### config.mk
export PLATFORM = sky130hd
export DESIGN_NAME = ray_aabb_slab_resolve
export DESIGN_NICKNAME = d
export VERILOG_FILES = /design/src/rtl/ray_aabb_pkg.sv /design/src/rtl/fp_lt_11_10.sv /design/src/rtl/ray_aabb_slab_resolve.sv
export SDC_FILE = /design/constraint.sdc
export NUM_CORES = 1
export LEC_CHECK = 0
export CAP_MARGIN = 20
export CORE_ASPECT_RATIO = 1.2
export CORE_MARGIN = 8
export CORE_UTILIZATION = 30
export DETAILED_ROUTE_END_ITERATION = 10
export DONT_BUFFER_PORTS = 1
export HOLD_SLACK_MARGIN = 0.03
export PLACE_DENSITY = 0.45
export SLEW_MARGIN = 5
export SYNTH_ARGS = -nofsm -noshare
export SYNTH_HDL_FRONTEND = slang
export SYNTH_SLANG_ARGS = --single-unit
export TNS_END_PERCENT = 100
### constraint.sdc
create_clock -name clk -period 6.6 [get_ports clk]
set_clock_uncertainty 0.05 [all_clocks]
set_input_delay 1.32 -clock clk [delete_from_list [all_inputs] [get_ports clk]]
set_output_delay 1.32 -clock clk [all_outputs]
set_load 0.05 [all_outputs]
### src/rtl/ray_aabb_pkg.sv
// rtl/ray_aabb_pkg.sv - FloPoCo 11_10 field constants, FSM encoding and rank helper for the slab resolver
package ray_aabb_pkg;

  localparam int FP_W     = 24;
  localparam int EXC_HI   = 23;
  localparam int EXC_LO   = 22;
  localparam int SIGN_BIT = 21;
  localparam int MAG_HI   = 20;
  localparam int MAG_LO   = 0;

  localparam logic [1:0] EXC_ZERO   = 2'b00;
  localparam logic [1:0] EXC_NORMAL = 2'b01;
  localparam logic [1:0] EXC_INF    = 2'b10;
  localparam logic [1:0] EXC_NAN    = 2'b11;

  localparam logic [FP_W-1:0] FP_POS_ZERO = '0;

  typedef enum logic [2:0] {
    ST_IDLE,
    ST_NEAR_Y,
    ST_NEAR_Z,
    ST_FAR_Y,
    ST_FAR_Z,
    ST_ORDER,
    ST_SIGN,
    ST_DONE
  } state_e;

  // Coarse position on the number line: -inf, -normal, zero, +normal, +inf.
  function automatic logic [2:0] fp_rank(input logic [FP_W-1:0] v);
    logic [2:0] r;
    case (v[EXC_HI:EXC_LO])
      EXC_NORMAL: r = v[SIGN_BIT] ? 3'd1 : 3'd3;
      EXC_INF:    r = v[SIGN_BIT] ? 3'd0 : 3'd4;
      default:    r = 3'd2;
    endcase
    return r;
  endfunction

endpackage

### src/rtl/fp_lt_11_10.sv
// rtl/fp_lt_11_10.sv - combinational total-order less-than on FloPoCo 11_10 words, NaN compares false
module fp_lt_11_10
  import ray_aabb_pkg::*;
(
  input  logic [FP_W-1:0] a_i,
  input  logic [FP_W-1:0] b_i,
  output logic            lt_o
);

  logic [2:0] rank_a;
  logic [2:0] rank_b;
  logic       any_nan;

  assign rank_a  = fp_rank(a_i);
  assign rank_b  = fp_rank(b_i);
  assign any_nan = (a_i[EXC_HI:EXC_LO] == EXC_NAN) || (b_i[EXC_HI:EXC_LO] == EXC_NAN);

  always_comb begin
    lt_o = 1'b0;
    if (any_nan) begin
      lt_o = 1'b0;
    end else if (rank_a != rank_b) begin
      lt_o = rank_a < rank_b;
    end else if (rank_a == 3'd3) begin
      lt_o = a_i[MAG_HI:MAG_LO] < b_i[MAG_HI:MAG_LO];
    end else if (rank_a == 3'd1) begin
      // Negative normals: larger magnitude is the smaller value.
      lt_o = a_i[MAG_HI:MAG_LO] > b_i[MAG_HI:MAG_LO];
    end
  end

endmodule

### src/rtl/ray_aabb_slab_resolve.sv
// rtl/ray_aabb_slab_resolve.sv - serial max(t_near)/min(t_far) reduction and hit decision on one shared comparator
module ray_aabb_slab_resolve
  import ray_aabb_pkg::*;
#(
  parameter int WIDTH = 23,
  parameter int WE    = 11,
  parameter int WF    = 10
) (
  input  logic           clk,
  input  logic           rst,
  input  logic           in_valid,
  output logic           in_ready,
  input  logic [WIDTH:0] tnear_x,
  input  logic [WIDTH:0] tnear_y,
  input  logic [WIDTH:0] tnear_z,
  input  logic [WIDTH:0] tfar_x,
  input  logic [WIDTH:0] tfar_y,
  input  logic [WIDTH:0] tfar_z,
  output logic           out_valid,
  input  logic           out_ready,
  output logic           hit,
  output logic [WIDTH:0] t_entry,
  output logic [WIDTH:0] t_exit
);

  if (WIDTH != 23 || WE != 11 || WF != 10) begin : g_bad_cfg
    $error("ray_aabb_slab_resolve supports only the 11_10 format");
  end

  state_e state_q, state_d;
  logic [WIDTH:0] entry_q, entry_d, exit_q, exit_d;
  logic [WIDTH:0] near_y_q, near_y_d, near_z_q, near_z_d;
  logic [WIDTH:0] far_y_q, far_y_d, far_z_q, far_z_d;
  logic [WIDTH:0] t_entry_q, t_entry_d, t_exit_q, t_exit_d;
  logic nan_q, nan_d, miss_o_q, miss_o_d, miss_s_q, miss_s_d;
  logic out_valid_q, out_valid_d, hit_q, hit_d;
  logic [WIDTH:0] cmp_a, cmp_b;
  logic cmp_lt;

  fp_lt_11_10 u_lt (
    .a_i  (cmp_a),
    .b_i  (cmp_b),
    .lt_o (cmp_lt)
  );

  always_comb begin
    state_d     = state_q;
    entry_d     = entry_q;
    exit_d      = exit_q;
    near_y_d    = near_y_q;
    near_z_d    = near_z_q;
    far_y_d     = far_y_q;
    far_z_d     = far_z_q;
    nan_d       = nan_q;
    miss_o_d    = miss_o_q;
    miss_s_d    = miss_s_q;
    out_valid_d = out_valid_q;
    hit_d       = hit_q;
    t_entry_d   = t_entry_q;
    t_exit_d    = t_exit_q;
    cmp_a       = FP_POS_ZERO;
    cmp_b       = FP_POS_ZERO;
    in_ready    = 1'b0;

    case (state_q)
      ST_IDLE: begin
        in_ready = 1'b1;
        if (in_valid) begin
          entry_d  = tnear_x;
          exit_d   = tfar_x;
          near_y_d = tnear_y;
          near_z_d = tnear_z;
          far_y_d  = tfar_y;
          far_z_d  = tfar_z;
          nan_d    = (tnear_x[EXC_HI:EXC_LO] == EXC_NAN) || (tnear_y[EXC_HI:EXC_LO] == EXC_NAN)
                  || (tnear_z[EXC_HI:EXC_LO] == EXC_NAN) || (tfar_x[EXC_HI:EXC_LO] == EXC_NAN)
                  || (tfar_y[EXC_HI:EXC_LO] == EXC_NAN) || (tfar_z[EXC_HI:EXC_LO] == EXC_NAN);
          state_d  = ST_NEAR_Y;
        end
      end
      ST_NEAR_Y: begin
        cmp_a = entry_q;
        cmp_b = near_y_q;
        if (cmp_lt) entry_d = near_y_q;
        state_d = ST_NEAR_Z;
      end
      ST_NEAR_Z: begin
        cmp_a = entry_q;
        cmp_b = near_z_q;
        if (cmp_lt) entry_d = near_z_q;
        state_d = ST_FAR_Y;
      end
      ST_FAR_Y: begin
        cmp_a = far_y_q;
        cmp_b = exit_q;
        if (cmp_lt) exit_d = far_y_q;
        state_d = ST_FAR_Z;
      end
      ST_FAR_Z: begin
        cmp_a = far_z_q;
        cmp_b = exit_q;
        if (cmp_lt) exit_d = far_z_q;
        state_d = ST_ORDER;
      end
      ST_ORDER: begin
        cmp_a    = exit_q;
        cmp_b    = entry_q;
        miss_o_d = cmp_lt;
        state_d  = ST_SIGN;
      end
      ST_SIGN: begin
        cmp_a       = exit_q;
        cmp_b       = FP_POS_ZERO;
        miss_s_d    = cmp_lt;
        out_valid_d = 1'b1;
        hit_d       = !(nan_q || miss_o_q || cmp_lt);
        t_entry_d   = entry_q;
        t_exit_d    = exit_q;
        state_d     = ST_DONE;
      end
      ST_DONE: begin
        if (out_ready) begin
          out_valid_d = 1'b0;
          state_d     = ST_IDLE;
        end
      end
      default: state_d = ST_IDLE;
    endcase
  end

  always_ff @(posedge clk) begin
    if (rst) begin
      state_q     <= ST_IDLE;
      entry_q     <= '0;
      exit_q      <= '0;
      near_y_q    <= '0;
      near_z_q    <= '0;
      far_y_q     <= '0;
      far_z_q     <= '0;
      nan_q       <= 1'b0;
      miss_o_q    <= 1'b0;
      miss_s_q    <= 1'b0;
      out_valid_q <= 1'b0;
      hit_q       <= 1'b0;
      t_entry_q   <= '0;
      t_exit_q    <= '0;
    end else begin
      state_q     <= state_d;
      entry_q     <= entry_d;
      exit_q      <= exit_d;
      near_y_q    <= near_y_d;
      near_z_q    <= near_z_d;
      far_y_q     <= far_y_d;
      far_z_q     <= far_z_d;
      nan_q       <= nan_d;
      miss_o_q    <= miss_o_d;
      miss_s_q    <= miss_s_d;
      out_valid_q <= out_valid_d;
      hit_q       <= hit_d;
      t_entry_q   <= t_entry_d;
      t_exit_q    <= t_exit_d;
    end
  end

  assign out_valid = out_valid_q;
  assign hit       = hit_q;
  assign t_entry   = t_entry_q;
  assign t_exit    = t_exit_q;

endmodule
# Word level (Yosys, flattened, before mapping)

Cells that the tools add are included.

Word-level logic and storage cells: 91
Flip-flop bits (word level): 199
Bits of input ports: 148
Output and inout port bits: 51

Multiplexer cells: 26
Reductions and logical operators: 21
$lt $le $gt $ge: 3
Equality and inequality tests: 28

Operators with widths:

| kind                 | count |
|---|---|
| $pmux W24 S4         | 2 |
| $mux W24             | 6 |
| $pmux W24 S3         | 2 |
| $pmux W3 S8          | 1 |
| $gt A21 B21 Y1       | 1 |
| $lt A21 B21 Y1       | 1 |
| $eq A2 B2 Y1 const B | 10 |
| $eq A3 B3 Y1 const B | 4 |
| $mux W3              | 4 |
| $ne A2 B2 Y1 const B | 6 |
| $pmux W3 S2          | 2 |
| $eq A3 B2 Y1 const B | 3 |
| $logic_or A1 B1 Y1   | 8 |
| $reduce_and A4 Y1    | 2 |
| $eq A3 B1 Y1 const B | 2 |
| $mux W1              | 6 |
| $reduce_and A2 Y1    | 3 |
| $reduce_bool A3 Y1   | 2 |
| $reduce_or A2 Y1     | 3 |
| $eq A2 B1 Y1 const B | 2 |
| $mux W2              | 2 |
| $logic_not A3 Y1     | 1 |
| $lt A3 B3 Y1         | 1 |
| $ne A3 B3 Y1         | 1 |
| other kinds (3)      | 3 |

# Logic depth before layout (Yosys ltp)

Word-level depth: 12
Depth in mapped cells: 16
Depth with buffers taken out: 12

# Hierarchy

A second synthesis with hierarchy kept.

Cell total of the unflattened synthesis: 1226
Area, all modules: 9743.1 um^2

By module, submodules not included:

| module                | times used | cells an instance | sequential area each (um^2) | area an instance (um^2) |
|---|---|---|---|---|
| ray_aabb_slab_resolve | 1          | 1128              | 3983.8                      | 9052.4 |
| fp_lt_11_10           | 1          | 98                | 0.0                         | 690.7 |

# Worst setup path before layout

OpenSTA, ideal clock, no wires.

Path kind: reg-to-reg
Start point: register state_q[2]
End point: register entry_q[0]
Cell stages (with the launch flop): 15
Arrival: 3811 ps
Clock period less this slack: 3982 ps
Setup time: 121 ps
Slack: 2618 ps
Cell sequence: dfxtp_1 > clkbuf_1 > clkbuf_1 > buf_1 > mux2i_1 > o21ai_0 > ha_1 > and4_1 > nor4bb_1 > o21ai_0 > o211ai_1 > mux2i_4 > a21oi_2 > buf_6 > mux2_4

Word-level cells in the longest chain between the ends: 12
Elaborated cells on any way between the ends: 41
Those cells by class: 3 x order compare; 18 x eq/ne; 13 x mux; 7 x reduce/logical

RTL lines:

| item                                                                    | line                         | text |
|---|---|---|
| from (decl)                                                             | ray_aabb_slab_resolve.sv:30  | `state_e state_q, state_d;` |
| from (signal assigned)                                                  | ray_aabb_slab_resolve.sv:148 | `state_q <= state_d;` |
| parallel branches: the longest is 12 deep, another holds $gt A21 B21 Y1 | --                           |  |
| to (signal assigned)                                                    | ray_aabb_slab_resolve.sv:149 | `entry_q <= entry_d;` |
| to (decl)                                                               | ray_aabb_slab_resolve.sv:31  | `logic [WIDTH:0] entry_q, entry_d, exit_q, exit_d;` |

Several ways; the timed one is not identified.
A chain may end at the register's enable or synchronous reset.

# Worst setup path in the final report

Start point: register state_q[2]
End point: register entry_q[12]

Same word-level chain as after synthesis.

==> results.md <==
* PD cells at ~270 nW/um2
* CTS Sinks at 199
* Max Freq at around 190 MHz
* Remaining DRCs at 0
* Post-Layout Cell Count at 1524
* Req. time, crit path at approximately 7 ns
* Hold path depth at 2
* Final #Nets at approximately 1300
* Yosys top cell area share at between 40% and 50%
* Synth Flop Type: dfxtp_1
* Worst Reg-to-Reg Cells at 14
* Setup crit end kind: flop
* IO Pins at about 200
* Die Ht at around 210 um
* Hold_buf cts at 0
* Die ar. at around 38000 um2
* Power Total at 2864 uW
* Warning count from the yosys run at 0
* MaxCap Viol Count at 0
* FFs w/ async S/R, synth at 0%
* Initial antenna violation count at 2
* Grt ovf at 0
* Worst Hold Class: reg2reg
* Final setup viols at 0
* Number of global-route vias before repair at ~8000
* Clock network fraction of total power at between 30% and 40%
* Syn Area/Cell at 8.213 um2
* Status: finished clean
* Top-count cell post-synth: nand2_1
* Hold Crit Endpoint: near_y_q[5]
* ANT nets after route at 0
* Antenna cells at 0
* Worst Tran Pin Value at 1.071 ns
* Area leader, netlist: dfxtp_1
* CP Max Fanout at 41
* Fin Hold WS at a little over 0.4 ns
* Leak at around 0.0037 uW
* Worst hold start: near_y_q[5]
* Switching power at 870.0 uW
* Mean number of vias per cell at 5.129
* Register bit total from synthesis at just under 200
* Peak supply drop at 137.3 uV
* Via Count at a little under 8000
* EDFF count, synth at 0
* Cts bufs inserted at 17
* DP Worst Slack at between 1 and 1.5 ns
* Slew HR at between 20 and 30%
* Largest net degree at the start of global routing at around 250
* Post-CTS sizing at 0
* R2R setup slack at between 1 and 1.5 ns
* Clock tree buffer depth at 2
* Sequential share of the synthesized area at roughly two fifths
* Clock root cell: clkbuf_16
* Fin worst setup slack at 1.235 ns
* Reg2Reg Capture Point: entry_q[12]
* Post-CTS Setup Bufs at 0
* Final Wtd Congestion at roughly 0.8
* Clk_lat worst skew at roughly 0.44 ns
* Core ar. at roughly 31000 um2
* Share of cells above drive strength 1 at about a tenth
* Final cycle utilization of the critical path at about four fifths
* Seq pwr share at between 40% and 50%
* Most common library cells after synthesis: nand2_1, a21oi_1, dfxtp_1, clkbuf_1, nor2b_1
* Wire per inst at 21.24 um
* Switching share of power at between 30% and 40%
* Power Internal at between 1500 and 2000 uW
* H-tree depth at 4
* Placed Instances at 1492
* Worst path arrival time at roughly 5.7 ns
* Largest cells by area after synthesis: dfxtp_1, nand2_1, a21oi_1
* Syn Inst Count at between 1000 and 1500
* Hpwl dp at 23620 um
* CTS tree: yes
* Logic gate share of total power at 16.0%
* Kind of start point of the critical path: flop
* Syn nets at roughly 1300
* Initial DRC Count at approximately 390
* Row count at 71
* Crit Reg-Reg Startpoint: state_q[2]
* Post-Route Setup TNS at 0 ns
* Slew Viols, Final at 0
* Total Wirelength at approximately 32000 um
* Area delta synth->final at 8.799%
* Min Tclk post-route at 5.365 ns
* GRT Total Usage at between 15 and 20%
* First-pass GRT wire length at between 40000 and 50000 um
* Port Buf Inserts at 0
* Netlist cell types at 49
* Critical path type: reg2reg
* Starting Density at a little under a third
* Clock transition at path regs at approximately 0.08 ns
* RSZ-0062 raised after global routing: false
* Final Hold Fails at 0
* Die X at roughly 180 um
* Fill count at between 3000 and 4000
* Pre-antenna DRT Iters at 7
* Cell Area, Synth at 9584 um2
flip-flops by register name, summed over array words and instances (netlist names):
signal / cells
far_z_q: 24
far_y_q: 24
hit: 1
state_q: 3
t_exit: 24
entry_q: 24
t_entry: 24
near_z_q: 24
near_y_q: 24
out_valid: 1
miss_o_q: 1
nan_q: 1
exit_q: 24
worst max path at each step:
| stage | start | cells after the start | slack (ns) | to |
|---|---|---|---|---|
| 2_1_floorplan | state_q[2] | 14 | 2.62 | entry_q[0] |
| 3_3_place_gp | state_q[2] | 14 | 1.41 | entry_q[13] |
| 3_5_place_dp | state_q[2] | 14 | 1.24 | entry_q[12] |
| 4_1_cts | state_q[2] | 14 | 1.21 | entry_q[12] |
| 5_1_grt | state_q[2] | 14 | 0.89 | entry_q[12] |
| 6_report | state_q[2] | 14 | 1.24 | entry_q[12] |
through the flow:
step | area [um2] | util, %
after global routing | 10430 | 33.16
after floorplan | 9584 | -
after global placement | 9859 | 31.35
after CTS | 10430 | 33.16
final | 10430 | 33.16
after detailed placement | 9859 | 31.35
power by group through the flow:
| stage | clock [uW] | sequential [uW] | combinational (uW) |
|---|---|---|---|
| after floorplan | 0 | 1350 | 401 |
| after global placement | 0 | 1390 | 458 |
| after detailed placement | 0 | 1390 | 465 |
| after CTS | 1090 | 1360 | 466 |
| after global routing | 1140 | 1370 | 508 |
| final | 1040 | 1360 | 459 |
cells in the final DEF (no fill, tap or decap), types with 3 or more instances in the layout:
cell / instances
nand2_1: 318
a21oi_1: 209
dfxtp_1: 198
nor2b_1: 51
mux2_4: 40
nor2_1: 32
a22oi_1: 27
o21ai_0: 26
a221oi_1: 25
ha_1: 24
a22o_1: 22
mux2i_1: 21
clkbuf_16: 17
buf_4: 16
mux2_2: 10
nand3b_1: 7
nand2b_1: 7
nand3_1: 7
inv_1: 5
inv_6: 5
inv_8: 4
nor3b_2: 3
nand4_1: 3
a21o_1: 3
clkinvlp_4: 3
per-layer routing:
metal | up-vias | routed length (um) | track usage [%]
met2 | 170 | 15800 | 28.14
met3 | 23 | 1897 | 4.794
met1 | 3709 | 14010 | 20.55
met5 | - | 28 | 0
met4 | 4 | 629 | 5.409
li1 | 3911 | - | -
area by class of cell:
class	count	area, um2	area share [%]
multi-input cells	871	5234	50.19
flip-flops and latches	199	3985	38.22
clock buffers	18	439.2	4.212
inverters	5	18.77	0.1800
repair buffers	16	120.1	1.152
clock inverters	14	128.9	1.236
well taps	401	501.7	4.812
worst max-delay path: stages (launching register included):
cell and delay (ns):
dfxtp_2 1.03, nor3b_4 0.31, buf_4 0.33, or2_1 0.40
buf_4 0.33, a221oi_1 0.12, ha_1 0.32, and4_1 0.20
nor4bb_1 0.37, o21ai_0 0.19, o211ai_1 0.20, mux2i_4 0.15
a21oi_4 0.44, buf_4 0.40, mux2_2 0.38
cell families after synthesis:
family | Yosys count | share of synthesized area, %
flops | 199 | 41.57
fa+ha+maj | 24 | 3.133
compound gates | 327 | 20.76
simple gates | 446 | 20.22
buf+inv | 97 | 4.269
xor+xnor | 2 | 0.1828
mux | 72 | 9.869
No activity file was read; power rests on OpenSTA's default activity.
